$ cat src/rtl/sdram_arbiter.sv
// Two-port round-robin (or fixed-priority) arbiter in front of one sdram word controller.
// Latency: request to mX_ready is 4 cycles minimum; back-to-back grants 5 cycles apart.
// Backpressure: a losing requester holds mX_valid until served; a stuck controller is aborted by the watchdog.
//
// Ports:
//   clk, resetn                       clock, async active-low reset
//   mX_valid/addr/wdata/wstrb         requester X inputs (wstrb == 0 means read)
//   mX_ready/rdata                    requester X one-cycle completion pulse and read data
//   sdram_addr/din/wmask/valid        controller request side (four-phase handshake)
//   sdram_dout/ready                  controller response side
//   grant                             one-hot owner of the current transaction, 00 when idle
//   timeout_err                       one-cycle pulse when the watchdog aborts a transaction
module sdram_arbiter #(
  parameter int TIMEOUT_CYCLES = 1023,
  parameter bit FIXED_PRIO     = 1'b0
) (
  input  logic        clk,
  input  logic        resetn,
  input  logic        m0_valid,
  input  logic [31:0] m0_addr,
  input  logic [31:0] m0_wdata,
  input  logic [3:0]  m0_wstrb,
  output logic        m0_ready,
  output logic [31:0] m0_rdata,
  input  logic        m1_valid,
  input  logic [31:0] m1_addr,
  input  logic [31:0] m1_wdata,
  input  logic [3:0]  m1_wstrb,
  output logic        m1_ready,
  output logic [31:0] m1_rdata,
  output logic [24:0] sdram_addr,
  output logic [31:0] sdram_din,
  output logic [3:0]  sdram_wmask,
  output logic        sdram_valid,
  input  logic [31:0] sdram_dout,
  input  logic        sdram_ready,
  output logic [1:0]  grant,
  output logic        timeout_err
);

  localparam int CW = (TIMEOUT_CYCLES > 1) ? $clog2(TIMEOUT_CYCLES + 1) : 1;
  localparam logic [CW-1:0] TMAX = CW'(TIMEOUT_CYCLES);
  localparam logic [31:0] ABORT_DATA = 32'hDEAD_BEEF;

  typedef enum logic [1:0] {IDLE, REQ, REL, DONE} state_t;

  state_t        state_q, state_d;
  logic [CW-1:0] cnt_q, cnt_d;
  logic          last_q, last_d;     // 1 = port 1 was granted last
  logic          sel;                // port picked in IDLE, 1 = port 1
  logic          abort;
  logic          wd_hit;

  logic [24:0] sdram_addr_d;
  logic [31:0] sdram_din_d;
  logic [3:0]  sdram_wmask_d;
  logic        sdram_valid_d;
  logic [1:0]  grant_d;
  logic        timeout_err_d;
  logic        m0_ready_d, m1_ready_d;
  logic [31:0] m0_rdata_d, m1_rdata_d;

  // Word-aligned address bits above 24 are decoded upstream.
  logic unused_addr_bits;
  assign unused_addr_bits = ^{m0_addr[31:25], m0_addr[1:0], m1_addr[31:25], m1_addr[1:0]};

  // A zero timeout disables the watchdog entirely.
  assign wd_hit = (TIMEOUT_CYCLES != 0) && (cnt_q == TMAX);

  always_ff @(posedge clk or negedge resetn) begin
    if (!resetn) begin
      state_q     <= IDLE;
      cnt_q       <= '0;
      last_q      <= 1'b1;
      sdram_addr  <= '0;
      sdram_din   <= '0;
      sdram_wmask <= '0;
      sdram_valid <= 1'b0;
      grant       <= 2'b00;
      timeout_err <= 1'b0;
      m0_ready    <= 1'b0;
      m1_ready    <= 1'b0;
      m0_rdata    <= '0;
      m1_rdata    <= '0;
    end else begin
      state_q     <= state_d;
      cnt_q       <= cnt_d;
      last_q      <= last_d;
      sdram_addr  <= sdram_addr_d;
      sdram_din   <= sdram_din_d;
      sdram_wmask <= sdram_wmask_d;
      sdram_valid <= sdram_valid_d;
      grant       <= grant_d;
      timeout_err <= timeout_err_d;
      m0_ready    <= m0_ready_d;
      m1_ready    <= m1_ready_d;
      m0_rdata    <= m0_rdata_d;
      m1_rdata    <= m1_rdata_d;
    end
  end

  always_comb begin
    state_d       = state_q;
    cnt_d         = cnt_q;
    last_d        = last_q;
    sdram_addr_d  = sdram_addr;
    sdram_din_d   = sdram_din;
    sdram_wmask_d = sdram_wmask;
    sdram_valid_d = sdram_valid;
    grant_d       = grant;
    timeout_err_d = 1'b0;
    m0_ready_d    = 1'b0;
    m1_ready_d    = 1'b0;
    m0_rdata_d    = m0_rdata;
    m1_rdata_d    = m1_rdata;
    sel           = 1'b0;
    abort         = 1'b0;

    case (state_q)
      IDLE: begin
        // A controller still holding ready from the previous handshake must
        // finish its release before a new request is launched.
        if (!sdram_ready && (m0_valid || m1_valid)) begin
          if (m0_valid && m1_valid) sel = FIXED_PRIO ? 1'b0 : ~last_q;
          else                      sel = m1_valid;
          sdram_addr_d  = sel ? {m1_addr[24:2], 2'b00} : {m0_addr[24:2], 2'b00};
          sdram_din_d   = sel ? m1_wdata : m0_wdata;
          sdram_wmask_d = sel ? m1_wstrb : m0_wstrb;
          sdram_valid_d = 1'b1;
          grant_d       = sel ? 2'b10 : 2'b01;
          last_d        = sel;
          cnt_d         = '0;
          state_d       = REQ;
        end
      end
      REQ: begin
        if (sdram_ready) begin
          // wmask still holds the request strobes here, so zero means read.
          if (sdram_wmask == 4'b0000) begin
            if (grant[1]) m1_rdata_d = sdram_dout;
            else          m0_rdata_d = sdram_dout;
          end
          sdram_valid_d = 1'b0;
          sdram_wmask_d = 4'b0000;
          cnt_d         = '0;
          state_d       = REL;
        end else if (wd_hit) begin
          abort = 1'b1;
        end else if (cnt_q != TMAX) begin
          cnt_d = cnt_q + CW'(1);
        end
      end
      REL: begin
        if (!sdram_ready) begin
          m0_ready_d = grant[0];
          m1_ready_d = grant[1];
          state_d    = DONE;
        end else if (wd_hit) begin
          abort = 1'b1;
        end else if (cnt_q != TMAX) begin
          cnt_d = cnt_q + CW'(1);
        end
      end
      DONE: begin
        grant_d = 2'b00;
        state_d = IDLE;
      end
      default: state_d = IDLE;
    endcase

    // Watchdog abort: release the requester with a recognisable poison word.
    if (abort) begin
      timeout_err_d = 1'b1;
      sdram_valid_d = 1'b0;
      sdram_wmask_d = 4'b0000;
      if (grant[1]) m1_rdata_d = ABORT_DATA;
      else          m0_rdata_d = ABORT_DATA;
      m0_ready_d    = grant[0];
      m1_ready_d    = grant[1];
      state_d       = DONE;
    end
  end

endmodule

$ cat config.mk
export PLATFORM = sky130hd
export DESIGN_NAME = sdram_arbiter
export DESIGN_NICKNAME = d
export VERILOG_FILES = /design/src/rtl/sdram_arbiter.sv
export SDC_FILE = /design/constraint.sdc
export NUM_CORES = 1
export LEC_CHECK = 0
export ABC_AREA = 1
export CAP_MARGIN = 20
export CORE_MARGIN = 5
export CORE_UTILIZATION = 29
export CTS_CLUSTER_SIZE = 8
export DETAILED_ROUTE_END_ITERATION = 10
export DONT_BUFFER_PORTS = 1
export SKIP_CTS_REPAIR_TIMING = 1
export SYNTH_ARGS = -nofsm -noshare
export SYNTH_HDL_FRONTEND = slang
export SYNTH_SLANG_ARGS = --single-unit
$ cat constraint.sdc
create_clock -name clk -period 1.8 [get_ports clk]
set_input_delay 0.36 -clock clk [delete_from_list [all_inputs] [get_ports clk]]
set_output_delay 0.36 -clock clk [all_outputs]
set_load 0.01 [all_outputs]
# ---- Word level (Yosys, flattened, before mapping)
# Cells that the tools add are included.
dict set report word_totals {
  reg_bits 144
  latch_bits 0
  ram_bits 0
  romBits 0
  input_bits 173
  output_inout_bits 131
  word_cells 90
  mem_count 0
}
dict set report classes {
  addsub 1
  multipliers 0
  div_mod_pow 0
  order_cmp 0
  n_eq_ne 10
  shift 0
  mux 51
  n_bitwise 1
  n_reduce_logical 14
}
# op count
set op_table {}
lappend op_table {{two-way mux 32 bit} 13}
lappend op_table {{two-way mux 10 bit} 5}
lappend op_table {{case mux 10 bit (3 select lines)} 1}
lappend op_table {{two-way mux 25 bit} 1}
lappend op_table {{two-way mux 1 bit} 16}
lappend op_table {{two-way mux 4 bit} 4}
lappend op_table {{two-way mux 2 bit} 6}
lappend op_table {{adder 10 x 1 -> 10 bit (second input constant)} 1}
lappend op_table {{equality test 10 bit (second input constant)} 1}
lappend op_table {{inequality test 10 bit (second input constant)} 1}
lappend op_table {{inequality test 3 bit (second input constant)} 3}
lappend op_table {{AND reduction 3 bit} 3}
lappend op_table {{case mux 2 bit (4 select lines)} 1}
lappend op_table {{case mux 4 bit (2 select lines)} 1}
lappend op_table {{nonzero test 3 bit} 2}
lappend op_table {{equality test 2 bit (second input constant)} 2}
lappend op_table {{zero test 4 bit} 1}
lappend op_table {{inequality test 2 bit (second input constant)} 2}
lappend op_table {{case mux 1 bit (2 select lines)} 2}
lappend op_table {{case mux 2 bit (2 select lines)} 1}
lappend op_table {{AND reduction 2 bit} 2}
lappend op_table {{equality test 2 x 1 -> 1 bit (second input constant)} 1}
lappend op_table {{logical AND 1 bit} 2}
lappend op_table {{zero test 2 bit} 1}
lappend op_table {{other kinds (4)} 4}

# ---- Longest topological paths before layout
# Gate-level depths: netlist of run 1.
dict set report depth {
  ltp_word 8
  depth_mapped 11
  ltp_nobuf 10
}

# ---- Worst setup path after synthesis of run 1
# OpenSTA, ideal clock, no wires.
dict set report synth_path {
  kind {register to register}
  startpoint {reg state_q[0]}
  endpoint {reg m0_rdata[10]}
  setup_time_ns 0.068
  arrival_ns 1.531
  required_time_ns 1.732
  slack_ns 0.201
  path_stages_with_launch 12
  n_path_buf 1
  synth_period_minus_slack_ns 1.599
  cell_sequence {dfrtp_1 > inv_1 > ha_1 > inv_1 > nand2_1 > nand2_1 > nor2_4 > nand2_8 > nor2_8 > inv_4 > buf_6 > nand3_1}
}
dict set report synth_between {
  elab_chain_len 4
  word_cells_on_any_way 6
  cone_classes {eq/ne (2); mux (4)}
}
# element line
set synth_rtl {}
lappend synth_rtl {{start: declaration} 47} ;# state_t state_q, state_d;
lappend synth_rtl {{start signal: assignment} 86} ;# state_q <= state_d;
lappend synth_rtl {{equality test 2 x 1 -> 1 bit} 119} ;# case (state_q)
lappend synth_rtl {{two-way mux 32 bit} 119}
lappend synth_rtl {{two-way mux 32 bit} 176} ;# if (grant[1]) m1_rdata_d = ABORT_DATA;
lappend synth_rtl {{two-way mux 32 bit *} 172} ;# if (abort) begin
lappend synth_rtl {{via m0_rdata_d[10]} 61} ;# logic [31:0] m0_rdata_d, m1_rdata_d;
lappend synth_rtl {{end signal: assignment} 97} ;# m0_rdata <= m0_rdata_d;
lappend synth_rtl {{end: declaration} 24} ;# output logic [31:0] m0_rdata,
# Mark *: on every way through the listed nets, which the timed path passes. The rest lies on a longest branch.
# A chain may end at the register's enable or synchronous reset.

# ---- Worst setup path in the final report of run 1
dict set report layout_path {
  startpoint {reg state_q[1]}
  endpoint {reg m1_rdata[22]}
}
dict set report layout_between {
  elab_chain_len 4
  word_cells_on_any_way 6
  cone_classes {eq/ne (2); mux (4)}
}
# element line
set layout_rtl {}
lappend layout_rtl {{equality test 2 x 1 -> 1 bit} 119}
lappend layout_rtl {{two-way mux 32 bit} 119}
lappend layout_rtl {{two-way mux 32 bit} 176}
lappend layout_rtl {{two-way mux 32 bit *} 172}
lappend layout_rtl {{via m1_rdata_d[22]} 61}
lappend layout_rtl {{end signal: assignment} 98} ;# m1_rdata <= m1_rdata_d;
lappend layout_rtl {{end: declaration} 30} ;# output logic [31:0] m1_rdata,
# Marked as above.

==> results of run 1 <==
==> report_power, final <==
group          total [mW]  internal (mW)  switching, mW
sequential           5.78           4.34           1.43
combinational        3.53           1.41           2.12
clock                3.90           2.47           1.44
total                13.2           8.22           4.99
==> synthesized netlist by cell type (2+ instances only) <==
| master | count | area share [%] |
|---|---|---|
| a21oi_1 | 22 | 1.7 |
| a31oi_1 | 3 | 0.28 |
| buf_2 | 21 | 1.6 |
| buf_4 | 4 | 0.45 |
| buf_6 | 4 | 0.68 |
| clkbuf_1 | 27 | 1.5 |
| dfrtp_1 | 141 | 53 |
| ha_1 | 6 | 1.1 |
| inv_1 | 29 | 1.6 |
| inv_2 | 3 | 0.17 |
| inv_4 | 2 | 0.19 |
| nand2_1 | 168 | 9.5 |
| nand2_2 | 5 | 0.47 |
| nand3_1 | 211 | 16 |
| nand3b_1 | 2 | 0.23 |
| nand4_1 | 5 | 0.47 |
| nor2_1 | 20 | 1.1 |
| nor2_2 | 2 | 0.19 |
| nor2_4 | 3 | 0.51 |
| nor2_8 | 2 | 0.61 |
| nor3_1 | 3 | 0.23 |
| o21ai_0 | 77 | 5.8 |
| o21ai_1 | 4 | 0.30 |
| o21bai_1 | 2 | 0.23 |
| o22ai_1 | 2 | 0.19 |
==> final cells by class <==
cell class	count	area, um^2
fillers	2285	14700
repair buffers	33	453
well taps	285	357
clock buffers	18	429
flip-flops and latches	142	3550
clock inverters	13	214
inverters	36	153
multi-input cells	542	2670
==> cells by family (layout without fill, tap and decap cells) <==
| group | count (synthesis) | in the layout | synth area share, % |
|---|---|---|---|
| adder cells (fa/ha/maj) | 6 | 6 | 1.14 |
| AO/OA/AOI/OAI | 110 | 110 | 8.49 |
| XOR/XNOR | 1 | 1 | 0.132 |
| buffers and inverters | 93 | 100 | 6.53 |
| other | 1 | 2 | 0.0567 |
| flip-flops | 142 | 142 | 53.7 |
| AND/OR/NAND/NOR | 423 | 423 | 29.9 |
==> stage by stage <==
stage,power [mW],utilization [%],hold slack [ns]
after floorplan,7.90,-,0.0644
after global placement,9.09,31.0,0.0677
after detailed placement,9.15,31.0,0.0680
after CTS,13.1,33.9,-0.392
after global routing,14.1,34.7,-0.396
final,13.2,34.7,-0.364
==> path summary, 6_finish.rpt <==
kind                                      from      endpoint  depth (start not counted)
worst max-delay path                state_q[1]  m1_rdata[22]                          8
worst min-delay path                    resetn  m1_rdata[10]                          0
worst max register to register      state_q[1]  m1_rdata[22]                          8
worst min register to register          last_q        last_q                          2
max in group asynchronous               resetn        last_q                          0
min in group clk                sdram_dout[15]  m1_rdata[15]                          2
==> worst max-delay path, cell delays in order (launching register included) <==
cell	delay [ns]
dfrtp_1	0.44
inv_2	0.10
ha_1	0.35
inv_1	0.09
nor2_4	0.14
nand2_8	0.10
nor2_8	0.21
buf_4	0.15
a21oi_1	0.03
==> metal layers <==
| layer | routed length (um) | vias to the layer above |
|---|---|---|
| li1 | - | 2595 |
| met1 | 8410 | 2619 |
| met2 | 9490 | 246 |
| met3 | 2050 | 13 |
| met4 | 270 | 0 |
| met5 | 0 | - |
==> sequential cells by signal (all words and copies together), names as in the netlist <==
name and count:
sdram_din 32, sdram_wmask 4, m0_ready 1, sdram_valid 1, sdram_addr 23, cnt_q 10
m1_rdata 32, grant 2, m0_rdata 32, last_q 1, state_q 2, timeout_err 1
m1_ready 1
==> summary.md, run 1 <==
| Metric | Value |
|---|---|
| Status | finished with violations |
| Failing checks | negative hold slack |
| Die Ht | 161 um |
| FMAX | 0.578 GHz |
| Vias per std cell | 5.12 |
| Met3 Use GR | 6.43% |
| Clk sink count | 142 |
| Flops & latches, synth | 142 |
| Async set-reset flop share out of synthesis | 100% |
| Max-cap violation count | 0 |
| Global-route wire length before repair | 31,100 um |
| Min cycle time layout | 1.73 ns |
| Antenna Nets Post-Route | 0 |
| Fin nets | 951 |
| Die width | 161 um |
| Most frequent cells in the layout | nand3_1, nand2_1, dfrtp_1, o21ai_0, inv_1 |
| Pre-Repair DR Iteration Count | 4 |
| DIE AREA | 25,900 um^2 |
| Gpl congestion | 0.804 |
| Period utilization | 96.1% |
| Post-synth EDFFs | 0 |
| Register area share after synthesis | 53.7% |
| Routed WL | 20,200 um |
| IO Port Bufs | 0 |
| Final instance area | 7830 um^2 |
| Core area | 22,600 um^2 |
| Initial core utilization | 29.3% |
| Crit. End Element | register |
| Clk Latency, worst-skew pair | 0.42 ns |
| Area after DPL | 7010 um^2 |
| Via Count | 5,473 |
| Pin count of the biggest net entering global routing | 143 |
| Total CTS buffers | 17 |
| Global route total overflow | 0 |
| Most common cell after layout, fill and taps aside | nand3_1 |
| Routed len/inst | 18.9 um |
| Gr usage total | 14.8% |
| Initial antenna violation count | 0 |
| Worst Setup Path Type | register to register |
| Crit path max fanout | 7 |
| RSZ-0062 raised after global routing | yes |
| Max Slew Vio Count | 0 |
| Crit start category | register |
| CTS tree | done |
| Met2 usage | 22.9% |
| Layout cells sized above 1 | 11.9% |
| Max VDD drop | 692 uV |
| Std cell rows | 55 |
| Worst EP arrival | 2.02 ns |
| Synthesized area per cell | 8.52 um^2 |
| Skew final | 0.0114 ns |
| Io pins | 304 |
| Final Non-Filler Cells | 1,069 |
| R2r setup slk | 0.07 ns |
| PwrDens | 1690 nW/um^2 |
| Final WS setup | 0.0702 ns |
| Final setup violation count | 0 |
| Worst hold margin | -0.364 ns |
| Pre-CTS setup slack | 0.0397 ns |
| Hold crit path type | input port to async pin |
| Maximum clock insertion buffer count | 2 |
| CTS clk-pin slew, worst paths | 0.07 ns |
| Vias in the first global route | 5,395 |
| Top_reg_cell synth | dfrtp_1 |
| Grt peak-use layer | met2 |
| Setup_tns | 0 ns |
| Post-Place Cells | 1,028 |
| N_diodes | 0 |
| DRC viols | 0 |
| Synth Warn # | 0 |
| Final hold viol count | 142 |
| Area grow syn2layout | 18.4% |
| Htree depth | 4 |
| CTS Root Cell | clkbuf_16 |
| Synthesized area | 6610 um^2 |
| Grt met1 use | 19.3% |
| Post-synthesis instance total | 776 |
| Lkg Pwr | 3.66 nW |
| Dpl hpwl | 13,600 um |
| Synth cell types | 33 |
| CP required | 2.09 ns |
| DR iter-0 viols | 505 |
Power figures use the tool's default switching activity.
==> run 2: changes to the inputs <==
- TNS_END_PERCENT: not set -> 10
==> run 2 against run 1 <==
- clock skew fell by 0.0015 ns
- first-iteration DRC count down 9.3%
- design area fell by 0.82%
- die area unchanged
- the flow still finishes with violations (negative hold slack)
- largest power group unchanged
- count of clock-buffer cells in the layout stayed put
- critical path depth increased by 2
- via count down 0.48%
- final cell count decreased by 0.37%
- sequential share of layout area up 0.37 points
==> summary.md, run 2 (synthesis gave the netlist of run 1 again) <==
| Metric | Value |
|---|---|
| Crit path max fanout | 7 (unchanged) |
| CTS Root Cell | clkbuf_16 |
| Skew final | 0.00986 ns (-0.00155 ns) |
| CTS clk-pin slew, worst paths | 0.07 ns (about the same) |
| Htree depth | 4 (unchanged) |
| Pint | 8.14 mW (-0.92%) |
| Die Ht | 161 um (unchanged) |
| Antenna Nets Post-Route | 0 (unchanged) |
| FMAX | 0.572 GHz (-1.0%) |
| Hold crit path type | input port to async pin |
| Fin nets | 947 (-0.42%) |
| Std cell rows | 55 (unchanged) |
| Layout cells sized above 1 | 11.4% (-0.45 points) |
| Min cycle time layout | 1.75 ns (+0.0179 ns) |
| Die width | 161 um (unchanged) |
| Worst EP arrival | 2.03 ns (about the same) |
| P_sw | 4.95 mW (-0.92%) |
| Period utilization | 97.1% (+1.0 points) |
| Vias in the first global route | 5,395 (unchanged) |
| Routed len/inst | 18.8 um (-0.82%) |
| Maximum clock insertion buffer count | 2 (unchanged) |
| Via Count | 5,447 (-0.48%) |
| Met2 usage | 22.9% (unchanged) |
| Global-route wire length before repair | 31,100 um (unchanged) |
| CP required | 2.09 ns (about the same) |
| Failing checks | negative hold slack |
| Pre-Repair DR Iteration Count | 7 (+3) |
| CP cell instances | inv_2, ha_2, inv_1, nand2_1, nand2_2, nor2_4, nand2_8, nor2_8, buf_4, a21oi_1 |
| Final setup violation count | 0 (unchanged) |
| Lkg Pwr | 3.63 nW (-0.86%) |
| Area after DPL | 7010 um^2 (unchanged) |
| Final WS setup | 0.0522 ns (-0.0179 ns) |
| Max Slew Vio Count | 0 (unchanged) |
| DRC viols | 0 (unchanged) |
| Largest regs | m0_rdata x32, m1_rdata x32, sdram_din x32 |
| Delay of the slowest critical-path stage | 0.43 ns (about the same) |
| RSZ-0062 raised after global routing | yes |
| Max VDD drop | 689 uV (-0.46%) |
| Crit start category | register |
| Clk sink count | 142 (unchanged) |
| Dpl hpwl | 13,600 um (unchanged) |
| Max-cap violation count | 0 (unchanged) |
| Clk Latency, worst-skew pair | 0.42 ns (about the same) |
| Pin count of the biggest net entering global routing | 143 (unchanged) |
| Top delay family on crit path | simple AND/OR/NAND/NOR gates |
| Gr usage total | 14.8% (unchanged) |
| IO Port Bufs | 0 (unchanged) |
| CTS tree | done |
| Clock share of power | 29.8% (+0.2 points) |
| Grt met1 use | 19.3% (unchanged) |
| Worst hold margin | -0.363 ns (+0.000379 ns) |
| Part of the power in registers | 44.1% (+0.4 points) |
| Crit. End Element | register |
| Global route total overflow | 0 (unchanged) |
| Initial core utilization | 29.3% (unchanged) |
| Gpl congestion | 0.804 (unchanged) |
| Setup crit start | state_q[0] |
| DIE AREA | 25,900 um^2 (unchanged) |
| Final instance area | 7760 um^2 (-0.82%) |
| Reg-to-Reg Start | state_q[0] |
| Pre-CTS setup slack | 0.0397 ns (unchanged) |
| Worst Setup Path Type | register to register |
| Most common cell after layout, fill and taps aside | nand3_1 |
| Met3 Use GR | 6.43% (unchanged) |
| Total CTS buffers | 17 (unchanged) |
| Status | finished with violations |
| DR iter-0 viols | 458 (-9.3%) |
| N_diodes | 0 (unchanged) |
| Io pins | 304 (unchanged) |
| PwrDens | 1690 nW/um^2 (-0.11%) |
| Final hold viol count | 142 (unchanged) |
| Slowest cell on the critical path | dfrtp_1 |
| Combinational share of power | 26.1% (-0.6 points) |
| Core area | 22,600 um^2 (unchanged) |
| Vias per std cell | 5.11 (-0.10%) |
| Area grow syn2layout | 17.4% |
| Initial antenna violation count | 0 (unchanged) |
| Grt peak-use layer | met2 |
| Routed WL | 20,000 um (-1.2%) |
| Switching part of the total | 37.8% (about the same) |
| Worst path bufs/invs | 3 (unchanged) |
| Most frequent cells in the layout | nand3_1, nand2_1, dfrtp_1, o21ai_0, inv_1 |
[run 2: per-stage QoR]
step | utilization (%) | cells | setup TNS (ns) | power [mW]
floorplan | - | 777 | 0 | 7.90
CTS | 33.9 | 1059 | 0 | 13.1
detailed placement | 31.0 | 1028 | 0 | 9.15
global route | 34.4 | 1065 | -0.102 | 14.0
global placement | 31.0 | 1028 | 0 | 9.09
finish | 34.4 | 1065 | 0 | 13.1
[run 2: final timing paths]
| check | to | slack (ns) | depth (start not counted) |
|---|---|---|---|
| min in group clk | m1_rdata[15] | 0.08 | 2 |
| worst max register to register | m1_rdata[24] | 0.05 | 10 |
| worst max-delay path | m1_rdata[24] | 0.05 | 10 |
| worst min-delay path | m1_rdata[10] | -0.36 | 0 |
| worst min register to register | last_q | 0.46 | 2 |
| max in group asynchronous | last_q | 1.89 | 0 |
[run 2: area by class of cell]
| class | instances | area [um^2] |
|---|---|---|
| Tap cell | 285 | 357 |
| Fill cell | 2286 | 14800 |
| Multi-Input combinational cell | 542 | 2660 |
| Sequential cell | 142 | 3550 |
| Clock buffer | 18 | 429 |
| Inverter | 36 | 150 |
| Clock inverter | 13 | 214 |
| Timing Repair Buffer | 29 | 402 |
[run 2: layer usage]
metal / vias up / wire length (um)
met5: - / 0
met4: 0 / 234
met3: 13 / 2090
met2: 248 / 9310
met1: 2599 / 8340
li1: 2587 / -
[run 2: power by group through the flow]
stage               Sequential, mW  Combinational [mW]  Clock, mW
CTS                           5.80                3.32       4.02
floorplan                     5.47                2.44          0
finish                        5.77                3.41       3.91
detailed placement            5.83                3.32          0
global placement              5.85                3.24          0
global route                  5.91                3.91       4.16
==> run 3: changes to the inputs <==
- SLEW_MARGIN: not set -> 30
==> results of run 3 <==
Same layout as run 2: the final DEF is identical, and so are final timing and power.
